## src/rtl/operand_buffer.sv

```systemverilog
// operand_buffer: circular operand FIFO with block-granular ready flag for the control FSM
module operand_buffer #(
  parameter int DATA_WIDTH = 16,
  parameter int DEPTH_LOG2 = 7,
  parameter int BLOCK_LEN  = 64
) (
  input  logic                  clk,
  input  logic                  rst,
  input  logic                  flush_i,
  input  logic                  wr_valid_i,
  input  logic [DATA_WIDTH-1:0] wr_data_i,
  output logic                  wr_ready_o,
  input  logic                  read_en_i,
  output logic [DATA_WIDTH-1:0] rd_data_o,
  output logic                  rd_valid_o,
  output logic                  data_rdy_o,
  output logic [DEPTH_LOG2:0]   level_o,
  output logic                  underflow_o
);
  localparam int LW = DEPTH_LOG2 + 1;
  localparam int CW = $clog2(BLOCK_LEN + 1);
  localparam logic [LW-1:0] DEPTH = LW'(2 ** DEPTH_LOG2);
  localparam logic [LW-1:0] BL = LW'(BLOCK_LEN);
  localparam logic [CW-1:0] BLC = CW'(BLOCK_LEN);
  typedef enum logic [1:0] {FILL, READY, DRAIN} state_t;
  state_t state, state_n;
  logic [DATA_WIDTH-1:0] mem [0:(2**DEPTH_LOG2)-1];
  logic [DEPTH_LOG2-1:0] wr_ptr, rd_ptr;
  logic [CW-1:0] cnt, cnt_n, cnt_inc;
  logic [LW-1:0] level_n;
  logic push, pop, done;
  assign wr_ready_o = level_o < DEPTH;
  assign push = wr_valid_i && wr_ready_o;
  assign pop = read_en_i && level_o != '0;
  assign level_n = level_o + LW'(push) - LW'(pop);
  assign data_rdy_o = state != FILL;
  // The first pop of a block counts as 1; completing a block re-arms from the post-update level.
  always_comb begin
    cnt_inc = state == READY ? CW'(1) : cnt + 1'b1;
    done = cnt_inc == BLC;
    state_n = state;
    cnt_n = cnt;
    if (state == FILL) state_n = level_o >= BL ? READY : FILL;
    else if (pop) begin
      cnt_n = done ? '0 : cnt_inc;
      state_n = !done ? DRAIN : (level_n >= BL ? READY : FILL);
    end
  end
  always_ff @(posedge clk)
    if (!rst && !flush_i && push) mem[wr_ptr] <= wr_data_i;
  always_ff @(posedge clk) begin
    if (rst || flush_i) begin
      wr_ptr <= '0;
      rd_ptr <= '0;
      level_o <= '0;
      rd_data_o <= '0;
      rd_valid_o <= 1'b0;
      underflow_o <= 1'b0;
      state <= FILL;
      cnt <= '0;
    end else begin
      if (push) wr_ptr <= wr_ptr + 1'b1;
      if (pop) begin
        rd_data_o <= mem[rd_ptr];
        rd_ptr <= rd_ptr + 1'b1;
      end
      rd_valid_o <= pop;
      level_o <= level_n;
      underflow_o <= underflow_o || (read_en_i && level_o == '0);
      state <= state_n;
      cnt <= cnt_n;
    end
  end
endmodule

```

## config.mk

```make
export PLATFORM = sky130hd
export DESIGN_NAME = operand_buffer
export DESIGN_NICKNAME = d
export VERILOG_FILES = /design/src/rtl/operand_buffer.sv
export SDC_FILE = /design/constraint.sdc
export NUM_CORES = 2
export LEC_CHECK = 0
export BUFFER_PORTS_ARGS = -buffer_cell sky130_fd_sc_hd__buf_4
export CORE_ASPECT_RATIO = 1.5
export CORE_MARGIN = 4
export CORE_UTILIZATION = 50
export CTS_CLUSTER_SIZE = 14
export DETAILED_ROUTE_END_ITERATION = 10
export PLACE_DENSITY = 0.75
export REMOVE_ABC_BUFFERS = 1
export SKIP_LAST_GASP = 1
export SLEW_MARGIN = 20
export SYNTH_ARGS = -nofsm -noshare
export SYNTH_HDL_FRONTEND = slang
export SYNTH_SLANG_ARGS = --single-unit
```

## constraint.sdc

```tcl
create_clock -name clk -period 3.55 [get_ports clk]
set_input_delay 0.1775 -clock clk [delete_from_list [all_inputs] [get_ports clk]]
set_output_delay 0.1775 -clock clk [all_outputs]
set_load 0.05 [all_outputs]
```

Yosys cells after proc, flatten, opt, wreduce, memory -nomap -nowiden
Memories as Yosys holds them, arrays and structs flattened. A register that Yosys moved wholly into a read port is not among the register bits.
Index checks and enable logic that the tools add are counted.

storage, ports and cells
  register bits = 33
  memory bits (writable) = 2048
  input bits = 21
  output and inout port bits = 28
  logic and storage cells = 43
  memories kept = 1

cells by class
  add/subtract/negate cells = 5
  order comparisons = 3
  eq/ne operators = 2
  multiplexer cells = 9
  bitwise gates (word level) = 1
  reductions and logical operators = 15

memory list
  name  depth  width  read ports  clocked after memory_dff  wr ports  line  text
  mem   128    16     1           1                         1         27    logic [DATA_WIDTH-1:0] mem [0:(2**DEPTH_LOG2)-1];

operators with widths
  kind                   count
  $add A7 B1 Y7 const B  3
  $ge A8 B7 Y1 const B   2
  $mux W7                2
  $add A8 B1 Y8          1
  $logic_not A8 Y1       1
  $lt A8 B8 Y1 const B   1
  $reduce_bool A8 Y1     1
  $sub A8 B1 Y8          1
  $eq A7 B7 Y1 const B   1
  $mux W2                3
  $logic_and A1 B1 Y1    5
  $mux W1                4
  $reduce_bool A2 Y1     2
  $eq A2 B1 Y1 const B   1
  $logic_not A1 Y1       2
  $logic_not A2 Y1       1
  $logic_or A1 B1 Y1     2
  $reduce_and A2 Y1      1
  $not A1 Y1             1

Depth between registers and ports, before layout
  depth after elaboration = 9
  mapped depth = 17
  gate-level depth less buffers = 16

Worst setup path before layout
No wires, ideal clock.

  path type = register to register
  start point = register level_o[7]
  end point = register state[0]
  setup time = 0.134 ns
  arrival = 3.878 ns
  data required time = 3.416 ns
  slack = -0.462 ns
  cell stages (with the launch flop) = 18
  path buffers = 1
  period minus slack after synthesis = 4.012 ns
  path through = dfxtp_1 -> inv_1 -> ha_1 -> nand2_1 -> o21ai_1 -> inv_1 -> clkbuf_1 -> ha_1 -> inv_1 -> ha_1 -> inv_1 -> fa_1 -> nor2b_1 -> o21bai_1 -> a21oi_1 -> a21oi_1 -> o311ai_0 -> a211oi_1

on the way
  cells in the longest elaborated chain, start to end = 9
  elaborated cells between the ends (all ways) = 14
  those cells by class = add/sub: 2; order compare: 3; mux: 5; reduce/logical: 4

ends and longest elaborated chain
  element                 line  text
  start, declared         17    output logic [DEPTH_LOG2:0] level_o,
  start signal, assigned  68    level_o <= level_n;
  $lt A8 B8 Y1            32    assign wr_ready_o = level_o < DEPTH;
  via wr_ready_o          12    output logic wr_ready_o,
  $logic_and A1 B1 Y1     33    assign push = wr_valid_i && wr_ready_o;
  $add A8 B1 Y8           35    assign level_n = level_o + LW'(push) - LW'(pop);
  $sub A8 B1 Y8           35
  $ge A8 B7 Y1            46    state_n = !done ? DRAIN : (level_n >= BL ? READY : FILL);
  $mux W1                 46
  $mux W2                 46
  $mux W2                 44    else if (pop) begin
  $mux W2                 43    if (state == FILL) state_n = level_o >= BL ? READY : FILL;
  end signal, assigned    70    state <= state_n;
  end, declared           26    state_t state, state_n;

The timed path passes the listed nets, and every way through them passes these cells. The select of a mux whose other input is x is not followed.
A chain may end at the register's enable or synchronous reset.

==> impl_metrics.json <==
{
  "rsz0062_at_grt": "false",
  "min_period_over_period_pct": 94.7,
  "synth_ff_type": "edfxtp_1",
  "grt_use_total_pct": 24.9,
  "remaining_drc_errors": 0,
  "grt_max_degree": 100,
  "globalRouteOverflowTotal": 0,
  "power.total_mw": 50.8,
  "gp_congestion": 0.931,
  "cts_made_buffers": 175,
  "final.setup_skew_ns": 0.0322,
  "critPathTopFamily": "multiplexers",
  "synth_top_area_cell": "edfxtp_1",
  "synthTopCellsByArea": "edfxtp_1 76%, mux4_2 12%, mux2i_1 3.6%",
  "dpl.hpwl_um": 132000,
  "die_area_um2": 169000,
  "clockBufferDepth": 3,
  "hold_violations": 0,
  "crit_top_cell": "buf_12",
  "place_ws_ns": 0.129,
  "core_um2": 162000,
  "synth_edf_count": 2048,
  "worstSetupPathType": "register to register",
  "clk_latency_ns": 0.83,
  "post-route-min-period_ns": 3.36,
  "routedWlPerCell_um": 32.4,
  "slowest_stage": "dfxtp_4",
  "pwr_density_cell_nw_per_um2": 555,
  "ys_seq_area_share_pct": 76.8,
  "r2r_start": "rd_ptr[0]",
  "drtIter0Drc": 5076,
  "ir_worst_vdd_mv": 0.540,
  "ioPinCount": 49,
  "crit_cells": 7,
  "cp_cell_sequence": "buf_12 -> buf_12 -> mux4_2 -> mux2i_1 -> o2111ai_1 -> a21oi_1 -> a221oi_1",
  "cts_tree": "yes",
  "core.rowCount": 181,
  "setup.worst_path.start": "rd_ptr[0]",
  "dr.pass1.iters": 6,
  "r2r-end": "rd_data_o[4]",
  "end_kind": "register",
  "dieWidth_um": 337,
  "power.leakage_nw": 27.7,
  "min_path_type": "primary input to register",
  "nets": 4294,
  "multi_input_area_um2": 17500,
  "io_buffers": 48,
  "syn2layout_area_growth_pct": 12.4,
  "final_cell_mix": "2048 x edfxtp_1, 420 x mux4_2, 355 x buf_4",
  "relSlewSlack_pct": 25.3,
  "tightest_slew_ns": 1.12,
  "fmax_mhz": 297,
  "rr_worst_depth": 7,
  "fin_ws_ns": 0.188,
  "worst_ep_arrival_time_ns": 4.01,
  "clock-sinks": 2097,
  "required_ns": 4.20,
  "slew_violations": 0,
  "max_stage_delay_ns": 0.72,
  "path_max_fanout": 21,
  "cp-start-kind": "register",
  "ant_nets": 0,
  "layout_commonest_cell": "edfxtp_1",
  "vias": 41300,
  "crit_buf_inv": 2,
  "seq_area_um2": 62500,
  "via_per_inst": 6.39,
  "fin_setup_tns_ns": 0,
  "grt_antenna_before_repair": 3,
  "cp-endpoint": "rd_data_o[4]",
  "ys_types": 71,
  "wirelength_um": 209000,
  "holdWs_ns": 0.0415,
  "drive_above_1_share_pct": 24.4,
  "setup-violations-final": 0,
  "initial_core_util_pct": 50.2,
  "synth_warnings": 0,
  "path_clk_slew_ns": 0.07,
  "drv_cap": 0,
  "die_y_um": 502,
  "root_buffer": "clkbuf_16",
  "ys_ff_latch": 2097,
  "r2r_slack_ns": 0.19,
  "async_flop_share_pct": 0,
  "grt_pass1_vias": 42000,
  "htreeDepth": 4,
  "synth_top_area_share_pct": 75.6,
  "syn_inst": 3887,
  "avgSynthCellArea_um2": 20.9,
  "outcome": "finished clean",
  "fillerInstances": 11400,
  "netlist_area_um2": 81400,
  "grt_pass1_wl_um": 299000
}
kinds of logic after synthesis:
group / count (synthesis) / synth area share (%)
AOI/OAI and AO/OA: 398 / 3.45
xor gates and xnor gates: 16 / 0.172
adders and majority gates: 15 / 0.240
buffers and inverters: 235 / 1.71
DFF: 2097 / 76.8
muxes: 722 / 15.4
and+or+nand+nor: 404 / 2.27
flip-flops by register name (all words and copies together) (netlist names):
register	count
state	2
underflow_o	1
rd_data_o	16
level_o	8
rd_valid_o	1
wr_ptr	7
rd_ptr	7
mem	2048
cnt	7
layout make-up:
| type | instances | area share, % |
|---|---|---|
| inverters | 19 | 0.0780 |
| flip-flops and latches | 2097 | 68.3 |
| multi-input cells | 1555 | 19.2 |
| well taps | 2104 | 2.88 |
| repair buffers | 410 | 3.96 |
| clock buffers | 236 | 5.16 |
| diodes | 2 | 0.00547 |
| clock inverters | 35 | 0.427 |
Yosys cell counts, types with 7 or more instances:
master	number
mux2_2	11
a31oi_1	12
buf_1	7
ha_1	14
mux4_2	420
a211oi_1	34
buf_6	26
o211ai_1	8
nand3_1	40
dfxtp_1	49
buf_2	73
nand2_1	75
mux2i_1	291
o21ai_0	35
buf_4	34
or3_1	14
clkbuf_1	68
o221ai_1	28
nor3_1	18
edfxtp_1	2048
nor2b_1	16
a22o_1	14
a221oi_1	12
nor4_1	8
nand4_1	9
inv_1	16
o22ai_1	35
a22oi_1	85
xnor2_1	10
a21oi_1	73
nor2_1	187
o2111ai_1	9
where the power goes:
part | internal, mW | switching (mW) | total (mW)
clock | 9.62 | 8.36 | 18.0
sequential | 27.2 | 0.115 | 27.3
combinational | 2.36 | 3.11 | 5.47
total | 39.2 | 11.6 | 50.8
worst min-delay path by stage:
stage          cells past startpoint     endpoint  slack, ns          from
3_5_place_dp                       3  underflow_o       0.43     read_en_i
6_report                           1  mem[122][0]       0.04  wr_data_i[0]
4_1_cts                            1    mem[3][7]       0.02  wr_data_i[7]
3_3_place_gp                       3  underflow_o       0.43     read_en_i
2_1_floorplan                      0    mem[0][0]       0.28  wr_data_i[0]
5_1_grt                            1  mem[122][4]       0.06  wr_data_i[4]
routing by layer:
layer  vias up  global-route usage (%)  part of all wire [%]
met1     21600                    28.7                    33
met3       573                    4.02                   7.7
met4         0                    16.2                   7.8
li1      16900                       -                     -
met2      2258                    43.0                    52
met5         -                       0                     0
timing repair:
action                     in CTS  in global routing
hold endpoints to repair      336                 31
resized for setup               0                  3
buffers inserted                0                  1
hold buffers                   14                  1
setup endpoints to repair       0                  1
stage by stage:
stage	instance area [um^2]	cells	util, %
floorplan	80000	3671	-
global placement	86200	6168	53.2
detailed placement	86200	6168	53.2
CTS	91400	6453	56.5
global route	91500	6457	56.5
finish	91500	6458	56.5
Power figures use the tool's default switching activity.
